[config.mk]
export PLATFORM = sky130hd
export DESIGN_NAME = icache_fetch_controller
export DESIGN_NICKNAME = d
export VERILOG_FILES = /design/src/rtl/icache_fetch_controller.sv
export SDC_FILE = /design/constraint.sdc
export NUM_CORES = 1
export LEC_CHECK = 0
export CAP_MARGIN = 20
export CORE_MARGIN = 4
export CORE_UTILIZATION = 35
export DETAILED_ROUTE_END_ITERATION = 8
export HOLD_SLACK_MARGIN = 0.02
export PLACE_DENSITY = 0.67
export SYNTH_ARGS = -nofsm -noshare
export SYNTH_HDL_FRONTEND = slang
export SYNTH_SLANG_ARGS = --single-unit
export TNS_END_PERCENT = 1
[constraint.sdc]
create_clock -name clk -period 2.15 [get_ports clk]
set_input_delay 0.43 -clock clk [delete_from_list [all_inputs] [get_ports clk]]
set_output_delay 0.43 -clock clk [all_outputs]
set_load 0.005 [all_outputs]
[src/rtl/icache_fetch_controller.sv]
// Instruction-fetch front end: streams words over AXI4 INCR read bursts into the
// instruction FIFO, with back-pressure (stop_fetch) and redirect (jump) handling.
module icache_fetch_controller #(
    parameter int unsigned BURST_LEN = 8,
    parameter logic [31:0] RESET_PC  = 32'h0000_0000
) (
    input  logic        clk,
    input  logic        rst_n,
    input  logic        rvalid,
    input  logic        rlast,
    input  logic [31:0] rdata,
    input  logic        arready,
    input  logic        jump,
    output logic        jump_accept,
    input  logic [31:0] jump_addr,
    input  logic        stop_fetch,
    output logic        write_fifo,
    output logic        rready,
    output logic [31:0] araddr,
    output logic        arvalid,
    output logic [1:0]  arburst,
    output logic [2:0]  arsize,
    output logic [7:0]  arlen,
    output logic [63:0] fetch_instr_pc
);

    localparam int unsigned IDX_W   = $clog2(BURST_LEN);
    localparam logic [7:0]  LEN_MAX = 8'(BURST_LEN - 1);

    typedef enum logic [1:0] {
        S_IDLE  = 2'd0,
        S_ADDR  = 2'd1,
        S_DATA  = 2'd2,
        S_DRAIN = 2'd3
    } state_e;

    state_e      state_q, state_d;
    logic [31:0] pc_q, pc_d;
    logic [31:0] beat_pc_q, beat_pc_d;
    logic [31:0] araddr_q, araddr_d;
    logic [7:0]  arlen_q, arlen_d;
    logic        arvalid_q, arvalid_d;
    logic        write_fifo_q, write_fifo_d;
    logic [63:0] fetch_q, fetch_d;
    logic        jump_pend_q, jump_pend_d;
    logic [31:0] jump_tgt_q, jump_tgt_d;
    logic        jump_accept_q, jump_accept_d;
    logic        rready_s;
    logic        clear_pend_s;

    // Next-state, datapath and handshake logic for the fetch FSM.
    always_comb begin
        state_d       = state_q;
        pc_d          = pc_q;
        beat_pc_d     = beat_pc_q;
        araddr_d      = araddr_q;
        arlen_d       = arlen_q;
        arvalid_d     = arvalid_q;
        write_fifo_d  = 1'b0;
        fetch_d       = fetch_q;
        jump_accept_d = jump;
        rready_s      = 1'b0;
        clear_pend_s  = 1'b0;

        case (state_q)
            S_IDLE: begin
                if (jump_pend_q) begin
                    pc_d         = jump_tgt_q;
                    clear_pend_s = 1'b1;
                end else if (!stop_fetch) begin
                    // Trim the burst so it ends exactly on the next burst boundary.
                    araddr_d  = pc_q;
                    arlen_d   = LEN_MAX - 8'(pc_q[IDX_W+1:2]);
                    arvalid_d = 1'b1;
                    state_d   = S_ADDR;
                end else begin
                    state_d = S_IDLE;
                end
            end
            S_ADDR: begin
                if (arvalid_q && arready) begin
                    arvalid_d = 1'b0;
                    beat_pc_d = araddr_q;
                    state_d   = (jump_pend_q || jump) ? S_DRAIN : S_DATA;
                end else begin
                    state_d = S_ADDR;
                end
            end
            S_DATA: begin
                rready_s = !stop_fetch;
                if (rvalid && rready_s) begin
                    write_fifo_d = 1'b1;
                    fetch_d      = {rdata, beat_pc_q};
                    beat_pc_d    = beat_pc_q + 32'd4;
                    if (rlast) begin
                        pc_d    = beat_pc_q + 32'd4;
                        state_d = S_IDLE;
                    end else if (jump) begin
                        state_d = S_DRAIN;
                    end else begin
                        state_d = S_DATA;
                    end
                end else if (jump) begin
                    state_d = S_DRAIN;
                end else begin
                    state_d = S_DATA;
                end
            end
            S_DRAIN: begin
                rready_s = 1'b1;
                if (rvalid && rlast) begin
                    state_d = S_IDLE;
                end else begin
                    state_d = S_DRAIN;
                end
            end
            default: begin
                state_d = S_IDLE;
            end
        endcase

        // A new redirect always wins over one still waiting to be applied.
        if (jump) begin
            jump_pend_d = 1'b1;
            jump_tgt_d  = jump_addr & 32'hFFFF_FFFC;
        end else if (clear_pend_s) begin
            jump_pend_d = 1'b0;
            jump_tgt_d  = jump_tgt_q;
        end else begin
            jump_pend_d = jump_pend_q;
            jump_tgt_d  = jump_tgt_q;
        end
    end

    // State and output registers with synchronous reset.
    always_ff @(posedge clk) begin
        if (rst_n) begin
            state_q       <= S_IDLE;
            pc_q          <= RESET_PC;
            beat_pc_q     <= RESET_PC;
            araddr_q      <= RESET_PC;
            arlen_q       <= LEN_MAX;
            arvalid_q     <= 1'b0;
            write_fifo_q  <= 1'b0;
            fetch_q       <= 64'd0;
            jump_pend_q   <= 1'b0;
            jump_tgt_q    <= 32'd0;
            jump_accept_q <= 1'b0;
        end else begin
            state_q       <= state_d;
            pc_q          <= pc_d;
            beat_pc_q     <= beat_pc_d;
            araddr_q      <= araddr_d;
            arlen_q       <= arlen_d;
            arvalid_q     <= arvalid_d;
            write_fifo_q  <= write_fifo_d;
            fetch_q       <= fetch_d;
            jump_pend_q   <= jump_pend_d;
            jump_tgt_q    <= jump_tgt_d;
            jump_accept_q <= jump_accept_d;
        end
    end

    assign rready         = rready_s;
    assign araddr         = araddr_q;
    assign arlen          = arlen_q;
    assign arvalid        = arvalid_q;
    assign arburst        = 2'b01;
    assign arsize         = 3'b010;
    assign write_fifo     = write_fifo_q;
    assign fetch_instr_pc = fetch_q;
    assign jump_accept    = jump_accept_q;

endmodule

==> flow_summary.yaml <==
detailed_routing:
  wire_per_inst_um: 16.43
  avgViaCountPerCell: 5.123
  drtAntennaViolNets: 0
  drt_wl_total_um: 25930
  dr.pass1.iters: 6
  detailroute.via_count: 8084
  post-route-drc-count: 0
  drt_iter0_drc: 686
critical_path:
  worst-endpoint-arrival_ns: 1.61
  cp-end-kind: "output pin"
  worstSetupStartpoint: "state_q[0]"
  timing.setup.critical_path_class: "flip-flop to output pin"
  cp-start-kind: "flip-flop"
  cp_data_required_time_ns: 1.72
  r2r_start: "beat_pc_q[7]"
  crit_path_max_fanout: 10
clocking:
  cts.sinks: 199
  htreeDepth: 4
  cts_hold_buffers: 0
  clk_latency_ns: 0.43
  cts.path.max_buffers: 2
  cts_buffers: 17
  clkSlewWorstSetupHoldPaths_ns: 0.08
  cts_tree: "built"
  root_buffer: "clkbuf_16"
  cts_setup_buffers: 0
sta:
  setup_viol: 0
  setup_ws_ns: 0.1131
  drv_slew: 0
  clock_skew_ns: 0.01405
  rsz0062_at_grt: "no"
  period_needed_ns: 2.037
  fin_crit_sh_pct: 94.74
  max_freq_ghz: 0.4909
  hold_viol_final: 0
global_routing:
  grt_use_met3_pct: 4.241
  antenna_found_initial: 0
  grt_usage_pct: 19.08
  grt_pass1_wl_um: 41070
  use_met1_pct: 24.30
  grt_pass1_vias: 7753
  gr-total-overflow: 0
  grt_use_met2_pct: 32.56
  top_usage_layer: "met2"
  grt_start_max_net_pins: 82
synth:
  yosysSeqAreaShare_pct: 46.68
  ys_ff_latch: 199
  avgSynthCellArea_um2: 7.902
  syn_inst: 1080
  synth_area_leader_cell: "dfxtp_1"
  async_flop_share_pct: 0
  synth_ff_type: "dfxtp_1"
  synth_common_cells: "nand2_1 (252), dfxtp_1 (199), a21oi_1 (142)"
  synth_area_um2: 8534
  yosys_warnings: 0
  synth_top_area_share_pct: 46.68
  ys_top_cells_by_area: "dfxtp_1 (47%), nand2_1 (11%), a21oi_1 (8.3%)"
  synthMostInstantiatedCell: "nand2_1"
  synth_edf_count: 0
  synth_cell_types: 59
flow_run:
  maxCapViolations: 0
layout:
  diodes: 0
  num-fill-cells: 2266
  syn2layout_area_growth_pct: 35.67
  finalNonFillerCells: 1578
  final_area_um2: 11580
  nNetsFinal: 1318
  drive_above_1_share_pct: 10.56
  fin_util_pct: 48.75
  multi_input_area_um2: 4138
  ff_latch_area_um2: 3989
pwr:
  power_density_nw_per_um2: 673.0
  ir_worst_vdd_uv: 541.8
  p_leak_uw: 0.004061
place:
  placed_area_um2: 10960
  placed_cells: 1546
  dp_hpwl_um: 18010
  port_buffers: 171
  gp_congestion: 0.8864
  dp_slack_ns: -0.1543
outcome:
  status: "completed"
die:
  start_util_pct: 35.93
  num_io_pins: 184
  dieArea_um2: 26950
  die_w_um: 164.2
  rows: 56
  core_area_um2: 23750
  die_h_um: 164.2
min_path:
  worstHoldStart: "rst_n"
  hold_class: "input pin to flip-flop"
[metrics by stage]
step                      hold WS [ns]  total power, µW  TNS, ns
after floorplan                 0.4287             4198        0
final                           0.3322             7792        0
after CTS                       0.3111             7873        0
after global routing            0.3277             8065        0
after global placement          0.4395             4504  -0.4789
after detailed placement        0.4453             4513   -1.686
[final timing paths]
check	endpoint	slack (ns)	depth (start not counted)
worst max-delay path	rready	0.11	3
worst min-delay path	jump_tgt_q[29]	0.33	2
worst max register to register	beat_pc_q[21]	0.15	5
worst min register to register	araddr[31]	0.45	2
[logic make-up (layout without fill, tap and decap cells)]
logic type | Yosys count | count (layout) | share of synthesized area, %
AND/OR/NAND/NOR | 460 | 460 | 23.85
AO/OA/AOI/OAI | 239 | 239 | 16.45
flip-flops | 199 | 199 | 46.68
buffers and inverters | 117 | 288 | 5.762
multiplexers | 39 | 39 | 4.662
XOR/XNOR | 23 | 23 | 2.360
other | 2 | 10 | 0.08800
adder cells (fa/ha/maj) | 1 | 1 | 0.1466
[area by class of cell]
cell class	count	share of cell area [%]
clock buffer	18	3.707
clock inverter	14	1.588
inverter	8	0.2593
multi-input combinational	772	35.74
sequential	199	34.45
tap	319	3.447
timing repair buffer	248	20.81
[power by group]
| part | switching [µW] | leakage, µW | internal, µW | total (µW) |
|---|---|---|---|---|
| combinational | 310 | 0.00216 | 294 | 604 |
| sequential | 59.6 | 0.00161 | 3760 | 3820 |
| clock | 1580 | 0.000292 | 1780 | 3360 |
[critical path: stages, from the launching register on]
cell,delay [ns]
dfxtp_2,0.45
nor2b_1,0.09
nor2_1,0.12
clkdlybuf4s50_1,0.52
[layer usage]
layer | part of all wire (%) | up-vias
met3 | 6.2 | 36
met1 | 42 | 3808
met5 | 0 | -
met2 | 50 | 241
met4 | 1.9 | 0
li1 | - | 3999
[layout by cell type (no fill, tap or decap), drive strengths merged, types with 4 or more instances in the layout]
cell / instances
a211oi: 11
a21o: 5
a21oi: 142
a22o: 5
a22oi: 7
a31oi: 10
and2: 4
and3: 16
buf: 79
clkbuf: 18
clkdlybuf4s50: 168
conb: 10
dfxtp: 199
inv: 16
mux2i: 36
nand2: 252
nand2b: 9
nand3: 25
nand4: 13
nor2: 85
nor3: 17
nor4: 13
o21ai: 24
o22ai: 12
o31ai: 6
or3: 7
xnor2: 12
xor2: 11
[sequential cells by signal (all words and copies together) (netlist names)]
register	count
fetch_instr_pc	64
araddr	32
beat_pc_q	32
pc_q	32
jump_tgt_q	30
arlen	3
state_q	2
arvalid	1
jump_accept	1
jump_pend_q	1
write_fifo	1
[timing repair]
action | CTS | global route
setup endpoints to repair | 1 | 2
cloned | 0 | 0
resized for setup | 4 | 2
Note: power is estimated with default switching activity, not from simulation.
